## src/rtl/fifo_wr_arbiter.sv

```systemverilog
// Round-robin write-port arbiter for a synchronous FIFO, with optional locked bursts,
// full/almostfull write gating and per-write acknowledge checking.
module fifo_wr_arbiter #(
  parameter int NUM_REQ    = 4,
  parameter int FIFO_WIDTH = 16,
  parameter int MAX_BURST  = 4,
  parameter int CNT_W      = 8
) (
  input  logic                          clk,
  input  logic                          rst_n,
  input  logic [NUM_REQ-1:0]            req,
  input  logic [NUM_REQ-1:0]            lock,
  input  logic [NUM_REQ*FIFO_WIDTH-1:0] req_data,
  output logic [NUM_REQ-1:0]            gnt,
  input  logic                          fifo_full,
  input  logic                          fifo_almostfull,
  input  logic                          fifo_wr_ack,
  input  logic                          fifo_overflow,
  output logic                          fifo_wr_en,
  output logic [FIFO_WIDTH-1:0]         fifo_data_in,
  output logic                          busy,
  output logic [CNT_W-1:0]              drop_cnt,
  output logic                          drop_err
);

  localparam int PTR_W = $clog2(NUM_REQ);
  localparam int BC_W  = $clog2(MAX_BURST + 1);

  typedef enum logic {ARB, OWN} state_t;

  state_t                 state_reg, state_next;
  logic [PTR_W-1:0]       rr_ptr_reg, rr_ptr_next;
  logic [PTR_W-1:0]       owner_reg, owner_next;
  logic [BC_W-1:0]        burst_cnt_reg, burst_cnt_next;
  logic                   ack_pend_reg;

  logic                   space;
  logic                   rr_found;
  logic [PTR_W-1:0]       rr_win;
  logic [PTR_W-1:0]       scan_idx;
  logic                   grant_any;
  logic [PTR_W-1:0]       winner;
  logic [FIFO_WIDTH-1:0]  words [NUM_REQ];

  generate
    for (genvar gi = 0; gi < NUM_REQ; gi++) begin : g_words
      assign words[gi] = req_data[gi*FIFO_WIDTH +: FIFO_WIDTH];
    end
  endgenerate

  // Pointer increment that wraps at NUM_REQ-1, so non power-of-two counts work.
  function automatic logic [PTR_W-1:0] wrap_inc(input logic [PTR_W-1:0] p);
    return (p == PTR_W'(NUM_REQ - 1)) ? '0 : p + PTR_W'(1);
  endfunction

  // The write already in flight may consume the last free slot.
  assign space = !fifo_full && !(fifo_almostfull && fifo_wr_en);

  always_comb begin
    rr_found = 1'b0;
    rr_win   = '0;
    scan_idx = rr_ptr_reg;
    for (int k = 0; k < NUM_REQ; k++) begin
      if (!rr_found && req[scan_idx]) begin
        rr_found = 1'b1;
        rr_win   = scan_idx;
      end
      scan_idx = wrap_inc(scan_idx);
    end
  end

  // State register
  always_ff @(posedge clk or negedge rst_n) begin
    if (!rst_n) begin
      state_reg     <= ARB;
      rr_ptr_reg    <= '0;
      owner_reg     <= '0;
      burst_cnt_reg <= '0;
    end else begin
      state_reg     <= state_next;
      rr_ptr_reg    <= rr_ptr_next;
      owner_reg     <= owner_next;
      burst_cnt_reg <= burst_cnt_next;
    end
  end

  // Output logic: who, if anyone, is granted this cycle
  always_comb begin
    grant_any = 1'b0;
    winner    = rr_win;
    gnt       = '0;
    if (state_reg == OWN) begin
      winner    = owner_reg;
      grant_any = req[owner_reg] && space;
    end else begin
      grant_any = rr_found && space;
    end
    if (rst_n && grant_any) gnt[winner] = 1'b1;
  end

  // Next-state logic
  always_comb begin
    state_next     = state_reg;
    rr_ptr_next    = rr_ptr_reg;
    owner_next     = owner_reg;
    burst_cnt_next = burst_cnt_reg;
    case (state_reg)
      ARB: begin
        if (grant_any) begin
          rr_ptr_next = wrap_inc(winner);
          if (lock[winner] && (MAX_BURST > 1)) begin
            state_next     = OWN;
            owner_next     = winner;
            burst_cnt_next = BC_W'(1);
          end
        end
      end
      OWN: begin
        if (grant_any) begin
          burst_cnt_next = burst_cnt_reg + BC_W'(1);
          rr_ptr_next    = wrap_inc(owner_reg);
          if (!lock[owner_reg] || (burst_cnt_next == BC_W'(MAX_BURST))) state_next = ARB;
        end else if (!req[owner_reg]) begin
          state_next = ARB;
        end
      end
      default: state_next = ARB;
    endcase
  end

  // Write stage and acknowledge checking
  always_ff @(posedge clk or negedge rst_n) begin
    if (!rst_n) begin
      fifo_wr_en   <= 1'b0;
      fifo_data_in <= '0;
      ack_pend_reg <= 1'b0;
      drop_cnt     <= '0;
      drop_err     <= 1'b0;
    end else begin
      fifo_wr_en   <= grant_any;
      if (grant_any) fifo_data_in <= words[winner];
      ack_pend_reg <= fifo_wr_en;
      if (ack_pend_reg && (fifo_overflow || !fifo_wr_ack)) begin
        drop_err <= 1'b1;
        if (drop_cnt != {CNT_W{1'b1}}) drop_cnt <= drop_cnt + CNT_W'(1);
      end
    end
  end

  assign busy = (state_reg == OWN) || fifo_wr_en || ack_pend_reg;

endmodule

```

## config.mk

```make
export PLATFORM = sky130hd
export DESIGN_NAME = fifo_wr_arbiter
export DESIGN_NICKNAME = d
export VERILOG_FILES = /design/src/rtl/fifo_wr_arbiter.sv
export SDC_FILE = /design/constraint.sdc
export NUM_CORES = 1
export LEC_CHECK = 0
export ABC_AREA = 1
export BUFFER_PORTS_ARGS = -buffer_cell sky130_fd_sc_hd__buf_2
export CAP_MARGIN = 20
export CORE_ASPECT_RATIO = 0.75
export CORE_MARGIN = 4
export CORE_UTILIZATION = 40
export CTS_BUF_LIST = sky130_fd_sc_hd__clkbuf_8
export CTS_CLUSTER_SIZE = 12
export DETAILED_ROUTE_END_ITERATION = 7
export GPL_ROUTABILITY_DRIVEN = 0
export PLACE_DENSITY = 0.67
export SYNTH_ARGS = -nofsm -noshare
export SYNTH_HDL_FRONTEND = slang
export SYNTH_SLANG_ARGS = --single-unit
```

## constraint.sdc

```tcl
create_clock -name clk -period 3.46 [get_ports clk]
set_input_delay 0.519 -clock clk [delete_from_list [all_inputs] [get_ports clk]]
set_output_delay 0.519 -clock clk [all_outputs]
set_load 0.1 [all_outputs]
```

Word-level counts from Yosys, hierarchy flattened
Index checks and enable logic that the tools add are counted.
{"block": "classes", "n_addsub": 7, "n_lt_le_gt_ge": 8, "eq_ne": 10, "muxes": 48, "bitwise": 2, "reduce_logical": 25}
{"operator": "16-bit binary-select mux with 2-bit select", "n": 1}
{"operator": "16-bit two-way mux", "n": 2}
{"operator": "2-bit two-way mux", "n": 12}
{"operator": "2-bit by 3-bit less-than comparator with 1-bit output (second input constant)", "n": 6}
{"operator": "1-bit two-way mux", "n": 18}
{"operator": "1-bit binary-select mux with 2-bit select", "n": 7}
{"operator": "2-bit by 1-bit adder with 2-bit output (second input constant)", "n": 5}
{"operator": "2-bit == test (second input constant)", "n": 5}
{"operator": "1-bit logical AND", "n": 10}
{"operator": "3-bit two-way mux", "n": 3}
{"operator": "8-bit by 1-bit adder with 8-bit output (second input constant)", "n": 1}
{"operator": "8-bit != test (second input constant)", "n": 1}
{"operator": "1-bit logical NOT", "n": 7}
{"operator": "3-bit case mux with 2 select lines", "n": 1}
{"operator": "3-bit AND reduction", "n": 2}
{"operator": "1-bit logical OR", "n": 4}
{"operator": "4-bit two-way mux", "n": 1}
{"operator": "2-bit != test (second input constant)", "n": 2}
{"operator": "2-bit case mux with 2 select lines", "n": 1}
{"operator": "2-bit AND reduction", "n": 2}
{"operator": "3-bit by 1-bit adder with 3-bit output (second input constant)", "n": 1}
{"operator": "3-bit == test (second input constant)", "n": 1}
{"operator": "3-bit greater-or-equal comparator (second input constant)", "n": 1}
{"operator": "2-bit inverter with 3-bit output", "n": 1}
{"operator": "5 further kinds", "n": 5}
{"block": "totals", "ff_bits": 35, "out_inout_bits": 31, "elab_cells": 109}

Logic depth before layout (Yosys ltp)
Gate-level depths: netlist of the first run.
{"block": "depth", "word_depth": 18, "depth_mapped": 17, "ltp_nobuf": 17}

Least setup slack after synthesis of the first run
OpenSTA, ideal clock, no wires.
{"block": "synth_timing", "kind": "flip-flop to output port", "startpoint": "register rr_ptr_reg[0]", "endpoint": "output port gnt[2]", "arrival_ns": 3.336, "setup_slack_ns": -0.395, "stages_incl_launch_ff": 16, "path_cell_list": "dfrtp_1 ha_1 inv_2 nand2_1 nand2_1 nand2_1 nor2_1 nor2_1 nand3_1 nand4_1 nand2_2 buf_2 buf_2 ha_1 inv_1 nor2_1"}
{"block": "synth_between", "elab_chain_cells": 18, "word_cells_on_any_way": 41}
{"element": "start, declared", "line": "32", "source": "logic [PTR_W-1:0] rr_ptr_reg, rr_ptr_next;"}
{"element": "start signal, assigned", "line": "81", "source": "rr_ptr_reg <= rr_ptr_next;"}
{"element": "parallel branches: the longest is 17 deep, another holds 2-bit by 3-bit less-than comparator with 1-bit output"}
{"element": "4-bit two-way mux (*)", "line": "98", "source": "if (rst_n && grant_any) gnt[winner] = 1'b1;"}
{"element": "end, declared", "line": "14", "source": "output logic [NUM_REQ-1:0] gnt,"}
Every way passes the cells marked *. The select of a mux whose other input is x is not followed.

Worst setup path after layout of the first run
{"block": "layout_timing", "startpoint": "register rr_ptr_reg[0]", "endpoint": "output port gnt[0]"}
Same word-level chain as after synthesis.

==> impl_metrics.env, run 1 <==
export IMPL_outcome="finished, final reports clean"
export IMPL_n_antenna_cell=0
export IMPL_fin_ws_ns=0.174
export IMPL_grt_usage=0.181
export IMPL_rsz0062_at_grt="yes"
export IMPL_pre_cts_ws_ns=0.289
export IMPL_final_cell_mix="buf_2 (104), inv_1 (63), nand2_1 (59), a21oi_1 (53), dfrtp_1 (35)"
export IMPL_setup_viol=0
export IMPL_core_area_mm2=0.00638
export IMPL_cts_buffers_inserted=5
export IMPL_io_buffers=108
export IMPL_synth_seq_cells=35
export IMPL_firstDrtPassIters=5
export IMPL_start_util=0.416
export IMPL_synth_seq_area_share=0.330
export IMPL_dp_hpwl_um=5660
export IMPL_nFillCells=660
export IMPL_grt_start_max_net_pins=39
export IMPL_cp_required_ns=2.94
export IMPL_vias=2822
export IMPL_htreeDepth=2
export IMPL_area_delta_synth_final_pct=28.5
export IMPL_hold_buffers=0
export IMPL_crit_type="register to output pin"
export IMPL_io_pins=109
export IMPL_synthesis_nets=468
export IMPL_worstSkewPairLatency_ns=0.28
export IMPL_drt_iter0_markers=235
export IMPL_report_final_slew_viol_count=0
export IMPL_worst_pin_slew_ns=0.519
export IMPL_drive_gt1_frac=0.323
export IMPL_finalHoldViolations=0
export IMPL_yosysWarnings=0
export IMPL_viasPerCell=4.95
export IMPL_cts_tree="yes"
export IMPL_final_common_cell="buf_2"
export IMPL_drc=0
export IMPL_skew_ns=0.00754
export IMPL_clk_pin_slew_ns=0.07
export IMPL_max_slew_margin_rel=0.656
export IMPL_hp_class="input pin to asynchronous set/reset pin"
export IMPL_grt_pass1_wl_um=11800
export IMPL_synth_ff_type="dfrtp_1"
export IMPL_clockBufferDepth=2
export IMPL_timing_final_crit_share=0.950
export IMPL_grt_pass1_vias=2608
export IMPL_period_needed_ns=3.29
export IMPL_cts_sinks=35
export IMPL_netlist_area_mm2=0.00265
export IMPL_synth_cell_type_count=32
export IMPL_grt_remaining_overflow=0
export IMPL_worstPathMaxFanout=31
export IMPL_finalNetCount=574
export IMPL_synth_edff_count=0
export IMPL_start_kind="register"
export IMPL_row_count=25
export IMPL_chipHeight_um=78.5
export IMPL_largest_register_ffs=16
export IMPL_wl_per_cell_um=12.7
export IMPL_async_reset_ff_frac=1.00
export IMPL_root_buffer="clkbuf_8"
export IMPL_drtAntennaViolNets=0
export IMPL_end_kind="output pin"
export IMPL_drv_cap=0
export IMPL_die_area_mm2=0.00801
export IMPL_clock_fmax_mhz=304
export IMPL_grt_antenna_before_repair=0
export IMPL_postCtsSetupBuffers=0
export IMPL_crit_arrival_ns=2.77
export IMPL_synth_area_per_cell_um2=6.94
export IMPL_drt_total_wl_um=7230
export IMPL_syn_inst=382
export IMPL_die_x_um=102
## cells by family after synthesis
group           synth area share
buf+inv                    0.138
flops                      0.330
simple gates               0.257
xor+xnor                  0.0231
compound gates             0.214
fa+ha+maj                 0.0377
## routing by layer
layer | track usage | part of all wire
met2 | 0.294 | 0.46
met3 | 0.0639 | 0.11
met5 | 0 | 0
met4 | 0.0315 | 0.0094
met1 | 0.235 | 0.43
## through the flow
stage          area, um^2  instances   util  setup TNS [ns]  hold slack (ns)
4_1_cts              3390        570  0.531               0            0.314
6_report             3410        570  0.534               0            0.293
3_5_place_dp         3280        562  0.515               0            0.417
5_1_grt              3410        570  0.534         -0.0478            0.347
2_1_floorplan        2660        382      -               0            0.223
3_3_place_gp         3280        562  0.515               0            0.409
## synth_stat cells, drive strengths merged (2+ instances only)
library cell	count	area share
a21oi	71	0.16
a31oi	2	0.0047
buf	12	0.033
clkbuf	3	0.0042
dfrtp	35	0.33
ha	8	0.038
inv	67	0.095
nand2	62	0.091
nand3	31	0.058
nand4	2	0.0047
nor2	35	0.053
o21ai	22	0.042
or2	18	0.042
xnor2	2	0.0066
xor2	5	0.017
## critical path, cell delays in order, from the launching register on
cell     delay (ns)
dfrtp_1        0.43
ha_2           0.42
inv_2          0.09
nor2_1         0.16
nand2_1        0.09
inv_1          0.06
nor2_1         0.05
nand3_1        0.08
nand4_1        0.17
nand2_2        0.21
buf_12         0.19
ha_1           0.16
inv_1          0.05
nor2_2         0.14
buf_12         0.19
## cell type report
class | instances | area, um^2 | area share
Clock buffer | 7 | 96.3 | 0.0283
Multi-Input combinational cell | 264 | 1430 | 0.419
Sequential cell | 35 | 876 | 0.257
Inverter | 68 | 268 | 0.0786
Tap cell | 81 | 101 | 0.0297
Clock inverter | 1 | 3.75 | 0.00110
Timing Repair Buffer | 114 | 637 | 0.187
## repair_timing
| action | in CTS | in global routing |
|---|---|---|
| pin swaps | 0 | 1 |
| cloned | 0 | 0 |
| gates resized for setup | 2 | 7 |
| endpoints found under the setup margin | 2 | 4 |
| endpoints found under the hold margin | 0 | 0 |
## worst paths after layout
check                      slack [ns]  cells after the start            end           from
max in group asynchronous        2.85                      2  rr_ptr_reg[0]          rst_n
setup / recovery                 0.17                     14         gnt[0]  rr_ptr_reg[0]
min in group clk                 0.43                      0   ack_pend_reg     fifo_wr_en
hold / removal                   0.29                      2    drop_cnt[4]          rst_n
setup reg to reg                 0.76                     16   owner_reg[0]  rr_ptr_reg[0]
hold reg to reg                  0.43                      0   ack_pend_reg     fifo_wr_en
Power of run 1 is left out: the tool's default activity adds up to more than one toggle a clock period on the data nets, which glitch-free logic cannot reach.
==> run 2: changes to the inputs <==
--- a/config.mk
+++ b/config.mk
@@ -11,11 +11,10 @@
 export CORE_ASPECT_RATIO = 0.75
 export CORE_MARGIN = 4
 export CORE_UTILIZATION = 40
-export CTS_BUF_LIST = sky130_fd_sc_hd__clkbuf_8
 export CTS_CLUSTER_SIZE = 12
 export DETAILED_ROUTE_END_ITERATION = 7
 export GPL_ROUTABILITY_DRIVEN = 0
-export PLACE_DENSITY = 0.67
+export PLACE_DENSITY = 0.65
 export SYNTH_ARGS = -nofsm -noshare
 export SYNTH_HDL_FRONTEND = slang
 export SYNTH_SLANG_ARGS = --single-unit
==> impl_metrics.env, run 2 (synthesis results as in run 1) <==
export IMPL_critPathSlowestCell="dfrtp_1"
export IMPL_dp_hpwl_um=5590
export IMPL_setup_viol=0
export IMPL_drc=0
export IMPL_crit_arrival_ns=2.76
export IMPL_grt_pass1_vias=2484
export IMPL_cts_sinks=35
export IMPL_largest_register_ffs=16
export IMPL_vias=2786
export IMPL_wl_per_cell_um=12.7
export IMPL_period_needed_ns=3.28
export IMPL_postLayoutCoreUtil=0.534
export IMPL_root_buffer="clkbuf_8"
export IMPL_cp_required_ns=2.94
export IMPL_htreeDepth=2
export IMPL_finalHoldViolations=0
export IMPL_final_cell_mix="buf_2 (104), inv_1 (63), nand2_1 (59), a21oi_1 (53), dfrtp_1 (35)"
export IMPL_viasPerCell=4.89
export IMPL_critPathBufInv=5
export IMPL_grt_pass1_wl_um=11400
export IMPL_report_final_slew_viol_count=0
export IMPL_drtAntennaViolNets=0
export IMPL_grt_usage=0.180
export IMPL_chipHeight_um=78.5
export IMPL_rsz0062_at_grt="yes"
export IMPL_n_antenna_cell=0
export IMPL_worstPathMaxFanout=31
export IMPL_cts_tree="yes"
export IMPL_nFillCells=653
export IMPL_r2r_slack_ns=0.88
export IMPL_clk_pin_slew_ns=0.07
export IMPL_max_slew_margin_rel=0.665
export IMPL_timing_final_crit_share=0.947
export IMPL_firstDrtPassIters=4
export IMPL_fin_tns_setup_ns=0
export IMPL_final_common_cell="buf_2"
export IMPL_core_area_mm2=0.00638
export IMPL_worstSkewPairLatency_ns=0.29
export IMPL_cts_buffers_inserted=5
export IMPL_grt_start_max_net_pins=40
export IMPL_fin_ws_ns=0.182
export IMPL_r2r_start="rr_ptr_reg[0]"
export IMPL_crit_type="register to output pin"
export IMPL_finalNetCount=574
export IMPL_die_area_mm2=0.00801
export IMPL_grt_antenna_before_repair=0
export IMPL_grt_remaining_overflow=0
export IMPL_start_util=0.416
export IMPL_holdWs_ns=0.286
export IMPL_drt_total_wl_um=7250
export IMPL_skew_ns=0.00616
export IMPL_io_pins=109
export IMPL_drt_iter0_markers=188
export IMPL_worstPathCellList="ha_2, inv_2, nor2_1, nand2_1, inv_1, nor2_1, nand3_1, nand4_1, nand2_2, buf_6, ha_1, inv_1, nor2_2, buf_12"
export IMPL_start_kind="register"
export IMPL_io_buffers=108
export IMPL_die_x_um=102
export IMPL_clockBufferDepth=2
export IMPL_hp_class="input pin to asynchronous set/reset pin"
export IMPL_worst_pin_slew_ns=0.507
export IMPL_row_count=25
export IMPL_drive_gt1_frac=0.323
export IMPL_drv_cap=0
export IMPL_end_kind="output pin"
export IMPL_r2r_cells=15
export IMPL_clock_fmax_mhz=305
export IMPL_outcome="finished, final reports clean"
export IMPL_critPathMaxStageDelay_ns=0.44
export IMPL_critPathTopFamily="simple AND/OR/NAND/NOR gates"
export IMPL_pre_cts_ws_ns=0.313
export IMPL_timing_rr_end="state_reg"
export IMPL_area_delta_synth_final_pct=28.4
[run 2: cell type report]
type	count	area, um^2	area share
tap	81	101	0.0297
sequential	35	876	0.257
clock inverter	1	7.51	0.00220
timing repair buffer	114	632	0.185
inverter	68	268	0.0786
clock buffer	7	96.3	0.0283
multi-input combinational	264	1430	0.419
[run 2: through the flow]
stage / instance area (um^2) / cells
floorplan: 2660 / 382
CTS: 3390 / 570
global route: 3410 / 570
finish: 3410 / 570
detailed placement: 3280 / 562
global placement: 3280 / 562
[run 2: what timing repair did]
item / CTS / global route
cloned: 0 / 0
setup buffers: 0 / 0
resized for setup: 2 / 5
hold buffers: 0 / 0
setup endpoints to repair: 2 / 4
[run 2: how the worst max path moves through the flow]
| stage | start | endpoint | slack, ns | cells past startpoint |
|---|---|---|---|---|
| 3_3_place_gp | rr_ptr_reg[0] | gnt[3] | 0.39 | 15 |
| 6_report | rr_ptr_reg[0] | gnt[0] | 0.18 | 14 |
| 5_1_grt | rr_ptr_reg[0] | gnt[0] | -0.01 | 14 |
| 4_1_cts | rr_ptr_reg[0] | gnt[0] | 0.07 | 15 |
| 3_5_place_dp | rr_ptr_reg[0] | gnt[3] | 0.31 | 15 |
| 2_1_floorplan | rr_ptr_reg[0] | gnt[2] | 0.06 | 15 |
[run 2: routing by layer]
metal	routed length, um	vias up	track usage	share of wire
li1	-	1428	-	-
met1	3310	1259	0.251	0.46
met2	3220	92	0.273	0.44
met3	662	7	0.0524	0.091
met4	60	0	0.0433	0.0083
met5	0	-	0	0
Power of run 2 is left out for the same reason.
==> run 3: changes to the inputs <==
--- a/config.mk
+++ b/config.mk
@@ -14,7 +14,7 @@
 export CTS_CLUSTER_SIZE = 12
 export DETAILED_ROUTE_END_ITERATION = 7
 export GPL_ROUTABILITY_DRIVEN = 0
-export PLACE_DENSITY = 0.65
+export PLACE_DENSITY = 0.78
 export SYNTH_ARGS = -nofsm -noshare
 export SYNTH_HDL_FRONTEND = slang
 export SYNTH_SLANG_ARGS = --single-unit
==> constraint.sdc (replaced) <==
create_clock -name clk -period 2.8 [get_ports clk]
set_input_delay 0.42 -clock clk [delete_from_list [all_inputs] [get_ports clk]]
set_output_delay 0.42 -clock clk [all_outputs]
set_load 0.1 [all_outputs]
==> impl_metrics.env, run 3 (synthesis results as in run 1) <==
export IMPL_outcome="finished, violations left"
export IMPL_failed_checks="setup timing"
export IMPL_drv_cap=0
export IMPL_worstPathMaxFanout=6
export IMPL_largest_register_ffs=16
export IMPL_pre_cts_ws_ns=0.128
export IMPL_row_count=25
export IMPL_drtAntennaViolNets=0
export IMPL_io_buffers=108
export IMPL_cts_buffers_inserted=5
export IMPL_grt_remaining_overflow=0
export IMPL_critPathMaxStageDelay_ns=0.44
export IMPL_crit_arrival_ns=2.45
export IMPL_finalNetCount=597
export IMPL_grt_pass1_wl_um=12100
export IMPL_vias=2928
export IMPL_cts_sinks=35
export IMPL_worstPathCellList="ha_4, buf_4, nand3_1, nand2_2, nor2_4, nand2_2, o21ai_2, o21bai_4, inv_2, ha_2, inv_2, nor2_4, buf_12"
export IMPL_clk_pin_slew_ns=0.08
export IMPL_hold_buffers=0
export IMPL_area_delta_synth_final_pct=42.2
export IMPL_report_final_slew_viol_count=0
export IMPL_drc=0
export IMPL_worstSkewPairLatency_ns=0.29
export IMPL_end_kind="output pin"
export IMPL_stdcell_count=593
export IMPL_root_buffer="clkbuf_8"
export IMPL_drive_gt1_frac=0.404
export IMPL_drt_total_wl_um=7690
export IMPL_timing_final_crit_share=1.03
export IMPL_firstDrtPassIters=4
export IMPL_die_area_mm2=0.00801
export IMPL_htreeDepth=2
export IMPL_critPathTopFamily="adder cells"
export IMPL_setup_viol=4
export IMPL_critPathSlowestCell="dfrtp_2"
export IMPL_critPathBufInv=4
export IMPL_dp_cells=565
export IMPL_n_antenna_cell=0
export IMPL_cts_tree="yes"
export IMPL_rsz0062_at_grt="yes"
export IMPL_wl_per_cell_um=13.0
export IMPL_start_util=0.416
export IMPL_grt_start_max_net_pins=39
export IMPL_final_cell_mix="buf_2 (104), inv_1 (59), a21oi_1 (53), nand2_1 (50), dfrtp_1 (34)"
export IMPL_grt_antenna_before_repair=0
export IMPL_holdWs_ns=0.204
export IMPL_crit_type="register to output pin"
export IMPL_clockBufferDepth=2
export IMPL_chipHeight_um=78.5
export IMPL_max_slew_margin_rel=0.668
export IMPL_finalHoldViolations=0
export IMPL_worst_pin_slew_ns=0.501
export IMPL_viasPerCell=4.94
export IMPL_fin_tns_setup_ns=-0.212
export IMPL_fin_ws_ns=-0.0706
export IMPL_hp_class="input pin to asynchronous set/reset pin"
export IMPL_grt_pass1_vias=2704
export IMPL_dp_hpwl_um=5590
export IMPL_clock_fmax_mhz=348
export IMPL_nFillCells=590
export IMPL_final_common_cell="buf_2"
export IMPL_grt_usage=0.187
export IMPL_die_x_um=102
export IMPL_io_pins=109
export IMPL_skew_ns=0.0106
export IMPL_drt_iter0_markers=250
export IMPL_start_kind="register"
export IMPL_core_area_mm2=0.00638
export IMPL_period_needed_ns=2.87
export IMPL_cp_required_ns=2.38
[run 3: cell count changes in the layout (fill, tap and decap cells not counted), sizes merged]
cell      before  now
clkinv         1    3
clkinvlp       1    0
buf          114  137
bufinv         0    1
clkbuf         7    5
[run 3: final cells by class]
| class | instances | area (um^2) | share of cell area |
|---|---|---|---|
| Clock inverter | 3 | 43.8 | 0.0116 |
| Sequential cell | 35 | 877 | 0.233 |
| Tap cell | 81 | 101 | 0.0269 |
| Multi-Input combinational cell | 264 | 1570 | 0.417 |
| Clock buffer | 5 | 68.8 | 0.0182 |
| Timing Repair Buffer | 137 | 833 | 0.221 |
| Inverter | 68 | 275 | 0.0730 |
[run 3: path summary, 6_finish.rpt]
path | from | to | slack, ns | depth (start not counted)
max reg2reg | rr_ptr_reg[0] | owner_reg[0] | 0.15 | 19
min | rst_n | drop_cnt[5] | 0.20 | 2
min in group clk | fifo_wr_en | ack_pend_reg | 0.44 | 0
max in group asynchronous | rst_n | rr_ptr_reg[0] | 2.26 | 2
max | rr_ptr_reg[0] | gnt[2] | -0.07 | 13
min reg2reg | fifo_wr_en | ack_pend_reg | 0.44 | 0
[run 3: timing repair]
item                                    in CTS  in global routing
endpoints found under the setup margin       4                  4
pin swaps                                    7                 12
setup buffers                               10                 10
resized for setup                           10                 31
[run 3: layer usage]
layer / vias to the layer above / wire length (um) / GRT usage
li1: 1479 / - / -
met1: 1333 / 3210 / 0.241
met2: 110 / 3720 / 0.309
met3: 6 / 702 / 0.0542
met4: 0 / 55 / 0.0406
met5: - / 0 / 0
[run 3: through the flow]
stage / cell area, um^2 / util
after global routing: 3770 / 0.591
after floorplan: 2710 / -
after CTS: 3590 / 0.562
after detailed placement: 3370 / 0.528
final: 3770 / 0.591
after global placement: 3370 / 0.528
Power of run 3 is left out for the same reason.
